File: config.mk
export PLATFORM = sky130hd
export DESIGN_NAME = geo_bank_regs
export DESIGN_NICKNAME = d
export VERILOG_FILES = /design/src/rtl/geo_bank_regs.sv
export SDC_FILE = /design/constraint.sdc
export NUM_CORES = 1
export LEC_CHECK = 0
export CORE_MARGIN = 2
export CORE_UTILIZATION = 45
export CTS_CLUSTER_SIZE = 12
export DETAILED_ROUTE_END_ITERATION = 7
export PLACE_DENSITY = 0.67
export SLEW_MARGIN = 15
export SYNTH_ARGS = -nofsm -noshare
export SYNTH_HDL_FRONTEND = slang
export SYNTH_SLANG_ARGS = --single-unit
File: constraint.sdc
create_clock -name PHI2 -period 2.7 [get_ports PHI2]
set_input_delay 0.675 -clock PHI2 [delete_from_list [all_inputs] [get_ports PHI2]]
set_output_delay 0.675 -clock PHI2 [all_outputs]
set_load 0.05 [all_outputs]
File: src/rtl/geo_bank_regs.sv
// geo_bank_regs: GeoRAM-style bank pointer register file.
// Holds NCH independent {Block, Window} page pointers. The Control register
// picks the active channel, and the C64 reads those registers back byte by byte.
// Optional auto-increment advances the active pointer by one page after each
// access to the last byte (0xFF) of the window page.
// All state changes on the falling edge of PHI2, which ends each C64 bus cycle.
module geo_bank_regs #(
   parameter int BLOCK_W  = 8,
   parameter int WINDOW_W = 6,
   parameter int NCH      = 4,
   localparam int CH_W    = (NCH > 1) ? $clog2(NCH) : 1
) (
   input  logic                PHI2,
   input  logic                RESET,
   input  logic                RegSEL,
   input  logic                WinSEL,
   input  logic                nWE,
   input  logic [7:0]          A,
   input  logic [7:0]          WRD,
   output logic [7:0]          RDD,
   output logic                RDOE,
   output logic [BLOCK_W-1:0]  Block,
   output logic [WINDOW_W-1:0] Window,
   output logic [CH_W-1:0]     Chan
);

   localparam int PW = BLOCK_W + WINDOW_W;
   // With a single channel the select field still has one bit. Masking
   // the select field keeps the index inside the channel array.
   localparam logic [CH_W-1:0] CH_MASK = CH_W'(NCH - 1);

   localparam logic [7:0] ADDR_BLOCK   = 8'hFF;
   localparam logic [7:0] ADDR_WINDOW  = 8'hFE;
   localparam logic [7:0] ADDR_CONTROL = 8'hFD;
   localparam logic [7:0] ADDR_STATUS  = 8'hFC;

   logic [BLOCK_W-1:0]  r_block  [NCH];
   logic [WINDOW_W-1:0] r_window [NCH];
   logic [NCH-1:0]      r_wrap;
   logic                r_ainc;
   logic [CH_W-1:0]     r_chan;

   logic [PW-1:0]       w_ptr;
   logic [PW-1:0]       w_ptr_nxt;
   logic                w_ptr_max;
   logic                w_reg_wr;
   logic                w_inc;

   // Pointer of the active channel, with Window in the LSBs so that a
   // carry out of Window moves into Block.
   assign w_ptr     = {r_block[r_chan], r_window[r_chan]};
   assign w_ptr_nxt = w_ptr + PW'(1);
   assign w_ptr_max = &w_ptr;

   // A register access has priority over a window access in the same cycle.
   // The increment condition therefore requires RegSEL to be low.
   assign w_reg_wr = RegSEL & ~nWE;
   assign w_inc    = r_ainc & WinSEL & ~RegSEL & (A == 8'hFF);

   assign Block  = r_block[r_chan];
   assign Window = r_window[r_chan];
   assign Chan   = r_chan;

   // Register writes, auto-increment and synchronous reset on the PHI2 falling edge.
   always_ff @(negedge PHI2) begin
      if (RESET) begin
         for (int i = 0; i < NCH; i++) begin
            r_block[i]  <= '0;
            r_window[i] <= '0;
         end
         r_wrap <= '0;
         r_ainc <= 1'b0;
         r_chan <= '0;
      end else if (w_reg_wr) begin
         case (A)
            ADDR_BLOCK:   r_block[r_chan]  <= WRD[BLOCK_W-1:0];
            ADDR_WINDOW:  r_window[r_chan] <= WRD[WINDOW_W-1:0];
            ADDR_CONTROL: begin
               r_ainc <= WRD[0];
               r_chan <= WRD[1+CH_W:2] & CH_MASK;
               r_wrap <= '0;
            end
            default: ;
         endcase
      end else if (w_inc) begin
         r_block[r_chan]  <= w_ptr_nxt[PW-1:WINDOW_W];
         r_window[r_chan] <= w_ptr_nxt[WINDOW_W-1:0];
         if (w_ptr_max) begin
            r_wrap[r_chan] <= 1'b1;
         end
      end
   end

   // Combinational readback. Reads have no side effects. Data is held at
   // zero whenever the output enable is low.
   always_comb begin
      RDD  = 8'h00;
      RDOE = 1'b0;
      if (RegSEL && nWE) begin
         case (A)
            ADDR_BLOCK: begin
               RDD  = 8'(r_block[r_chan]);
               RDOE = 1'b1;
            end
            ADDR_WINDOW: begin
               RDD  = 8'(r_window[r_chan]);
               RDOE = 1'b1;
            end
            ADDR_CONTROL: begin
               RDD  = 8'({r_chan, 1'b0, r_ainc});
               RDOE = 1'b1;
            end
            ADDR_STATUS: begin
               RDD  = {7'b0, r_wrap[r_chan]};
               RDOE = 1'b1;
            end
            default: ;
         endcase
      end
   end

endmodule

==> results.sh <==
export IMPL_outcome="finished with violations"
export IMPL_violations="setup timing"
export IMPL_setup_worst_path_end_class="output port"
export IMPL_cts_hold_buf=0
export IMPL_clockPowerShare=0.496
export IMPL_p_total_uw=2800
export IMPL_critical_path_slowest_cell="sky130_fd_sc_hd__mux4_2"
export IMPL_crit_arrival_ps=3570
export IMPL_rsz0062_at_grt="yes"
export IMPL_htree_levels=3
export IMPL_global_route_total_usage_across_every_layer=0.308
export IMPL_numPortBuffers=45
export IMPL_layout_nets=532
export IMPL_fraction_of_power_spent_switching_nets=0.322
export IMPL_synthArstFlopShare=0
export IMPL_yosysSeqAreaShare=0.542
export IMPL_post_synth_instance_area_um2=3430
export IMPL_cts_sinks=65
export IMPL_postSynth_topFlopCell="sky130_fd_sc_hd__edfxtp_1"
export IMPL_ir_worst_vdd_mv=0.494
export IMPL_yosys_warnings=0
export IMPL_cts_root_buffer="sky130_fd_sc_hd__clkbuf_8"
export IMPL_first_global_vias=3721
export IMPL_die_height_um=91.3
export IMPL_worst_skew_pair_late_latency_ps=430
export IMPL_setup_violations=145
export IMPL_timing_clock_skew_ps=44.1
export IMPL_post_route_cells_drive_above_1_share=0.567
export IMPL_design_core_area_um2=7330
export IMPL_io_pin_count=46
export IMPL_crit_path_max_fanout=7
export IMPL_cell_internal_pwr_uw=1900
export IMPL_syn_avg_cell_area_um2=11.9
export IMPL_antenna_left=0
export IMPL_synth_top_cell_by_area="sky130_fd_sc_hd__edfxtp_1"
export IMPL_area_growth_pct=85.2
export IMPL_vias_per_cell=6.24
export IMPL_detail_route_wirelength_met1_um=5410
export IMPL_initial_core_util=0.468
export IMPL_seq_power_share=0.406
export IMPL_yosysTopAreaCellShare=0.490
export IMPL_final_cell_mix="sky130_fd_sc_hd__buf_6, sky130_fd_sc_hd__inv_1, sky130_fd_sc_hd__buf_4"
export IMPL_slew_limit_headroom=0.353
export IMPL_holdCritPathClass="reg -> reg"
export IMPL_clkTransAtPathRegs_ps=40
export IMPL_top_layer_reached_by_signal_wires="met4"
export IMPL_power_switching_uw=901
export IMPL_fin_worst_setup_slack_ps=-1550
export IMPL_dieWidth_um=91.3
export IMPL_most_common_library_cell_in_the_layout_ignoring_fill_and_taps="sky130_fd_sc_hd__buf_6"
export IMPL_detailroute_wirelength_met3_um=1580
export IMPL_cts_tree="yes"
export IMPL_ys_seq_elements=65
export IMPL_synth_net_count=310
export IMPL_critPathMaxStageDelay_ps=560
export IMPL_grt_first_pass_wirelength_um=19100
export IMPL_grt_antenna_before_repair=0
export IMPL_routed_wire_length_per_instance_um=25.3
export IMPL_count_of_flip_flops_with_a_built_in_enable_after_synthesis=56
export IMPL_std_cell_rows=31
export IMPL_routed_wl_met2_um=7410
export IMPL_comb_power_share=0.098
export IMPL_ctsLongestPathBuffers=2
export IMPL_first_pass_iters=6
export IMPL_dp_hpwl_um=8000
export IMPL_worstPathCellList="buf_4, mux4_2, mux2_4, a22oi_2, nor2_4, buf_8"
export IMPL_power_density_nw_per_um2=440
export IMPL_vias=3831
export IMPL_post_synth_num_cell_types=49
export IMPL_full_die_area_um2=8340
export IMPL_maxCapViolations=0
export IMPL_globalplace_congestion=0.856
export IMPL_final_hold_violation_count=0
export IMPL_syn_instance_count=288
export IMPL_tightest_slew_ps=967
export IMPL_critPathRequiredTime_ps=2030
export IMPL_cts_buffers_inserted=9
export IMPL_total_leakage_power_uw=0.00264
export IMPL_cell_types_with_the_largest_area_share_after_synthesis="sky130_fd_sc_hd__edfxtp_1, sky130_fd_sc_hd__mux4_2, sky130_fd_sc_hd__dfxtp_1"
export IMPL_starting_drc_count_in_detailed_routing=418
export IMPL_largest_net_degree_at_the_start_of_global_routing=12
export IMPL_critPathKind="reg -> out"
export IMPL_antenna_diode_count=0
export IMPL_post_route_non_filler_standard_cell_count=614
export IMPL_worstSetupStartpointType="flip-flop"
export IMPL_overflow=0
export IMPL_drcViolationCount=0
export IMPL_dp_cells=491
export IMPL_slew_violations=0
export IMPL_wirelength_um=15600
-- stage by stage --
step / hold slack [ps] / worst slack (ps) / TNS, ps / util / area, um^2
final: 458 / -1550 / -84540 / 0.867 / 6360
after global routing: 486 / -1580 / -90410 / 0.867 / 6360
after CTS: 447 / -1530 / -70670 / 0.802 / 5880
after detailed placement: 443 / -1360 / -168890 / 0.667 / 4890
after global placement: 437 / -1270 / -164410 / 0.667 / 4890
after floorplan: 420 / -1310 / -89440 / - / 3930
-- synth_stat cells (2+ instances only) --
library cell                instances
sky130_fd_sc_hd__a211oi_1           8
sky130_fd_sc_hd__mux2i_1            7
sky130_fd_sc_hd__nand4bb_1          2
sky130_fd_sc_hd__clkbuf_1           8
sky130_fd_sc_hd__or4_1              2
sky130_fd_sc_hd__buf_2              3
sky130_fd_sc_hd__inv_1             10
sky130_fd_sc_hd__o21ai_0            7
sky130_fd_sc_hd__a211o_1            3
sky130_fd_sc_hd__o31a_1             2
sky130_fd_sc_hd__xor2_1             2
sky130_fd_sc_hd__nor4_1             2
sky130_fd_sc_hd__nand2b_1           8
sky130_fd_sc_hd__and3_1             2
sky130_fd_sc_hd__a22oi_1            2
sky130_fd_sc_hd__dfxtp_1            9
sky130_fd_sc_hd__nand4_1            5
sky130_fd_sc_hd__nand3_1           11
sky130_fd_sc_hd__a21oi_1            5
sky130_fd_sc_hd__nor3_1            11
sky130_fd_sc_hd__a311o_1            3
sky130_fd_sc_hd__nor4_2             2
sky130_fd_sc_hd__edfxtp_1          56
sky130_fd_sc_hd__nor2b_1            6
sky130_fd_sc_hd__o21bai_1           2
sky130_fd_sc_hd__xnor2_1            3
sky130_fd_sc_hd__nand2_1           24
sky130_fd_sc_hd__mux4_2            16
sky130_fd_sc_hd__mux2_2             3
sky130_fd_sc_hd__o31ai_1            3
sky130_fd_sc_hd__and4_1             3
sky130_fd_sc_hd__or3_1              2
sky130_fd_sc_hd__nor2_1            40
-- power by group through the flow --
stage | Sequential, uW | Combinational, uW | Clock (uW)
3_5_place_dp | 1150 | 212 | 146
2_1_floorplan | 1140 | 113 | 146
3_3_place_gp | 1140 | 211 | 146
4_1_cts | 1130 | 238 | 1320
6_report | 1140 | 273 | 1390
5_1_grt | 1140 | 277 | 1490
-- sequential cells by signal, summed over array words and instances (netlist names), named ones only --
register / count
Chan: 2
r_ainc: 1
r_block: 32
r_window: 24
r_wrap: 4
-- layout make-up --
type	count	area, um^2
Fill cell	293	972
Clock inverter	72	335
Sequential cell	65	1870
Tap cell	99	124
Clock buffer	9	124
Inverter	10	37.5
Multi-Input combinational cell	199	2210
Timing Repair Buffer	160	1660
-- repair_timing --
item / CTS / global route
pin swaps: 32 / 21
setup buffers: 21 / 32
setup endpoints to repair: 146 / 145
hold endpoints to repair: 0 / 0
gates resized for setup: 161 / 63
-- final timing paths --
check	from	endpoint	slack (ps)	depth (start not counted)
max	flip-flop	RDD[3]	-1550	6
min	r_wrap[3]	r_wrap[3]	460	2
max reg2reg	flip-flop	r_block[1][7]	-240	9
min reg2reg	r_wrap[3]	r_wrap[3]	460	2
-- routing by layer --
layer  GRT usage  vias up
li1            -     1558
met1       0.374     1828
met2       0.489      330
met3       0.102      115
met4       0.162        0
met5           0        -
-- critical path, delay by kind of cell (launching register included) --
family,cells,cell delay (ps)
buffers and inverters,2,280
and+or+nand+nor,1,50
muxes,2,870
DFF,1,410
AOI/OAI and AO/OA,1,210
-- logic make-up (layout without fill, tap and decap cells) --
| family | after synthesis | after routing | synth area share |
|---|---|---|---|
| AND/OR/NAND/NOR | 124 | 124 | 0.183 |
| flip-flops | 65 | 65 | 0.542 |
| AO/OA/AOI/OAI | 43 | 43 | 0.0904 |
| multiplexers | 26 | 26 | 0.135 |
| buffers and inverters | 24 | 251 | 0.0328 |
| XOR/XNOR | 5 | 5 | 0.0128 |
| adder cells (fa/ha/maj) | 1 | 1 | 0.00364 |
Power figures use the tool's default switching activity.
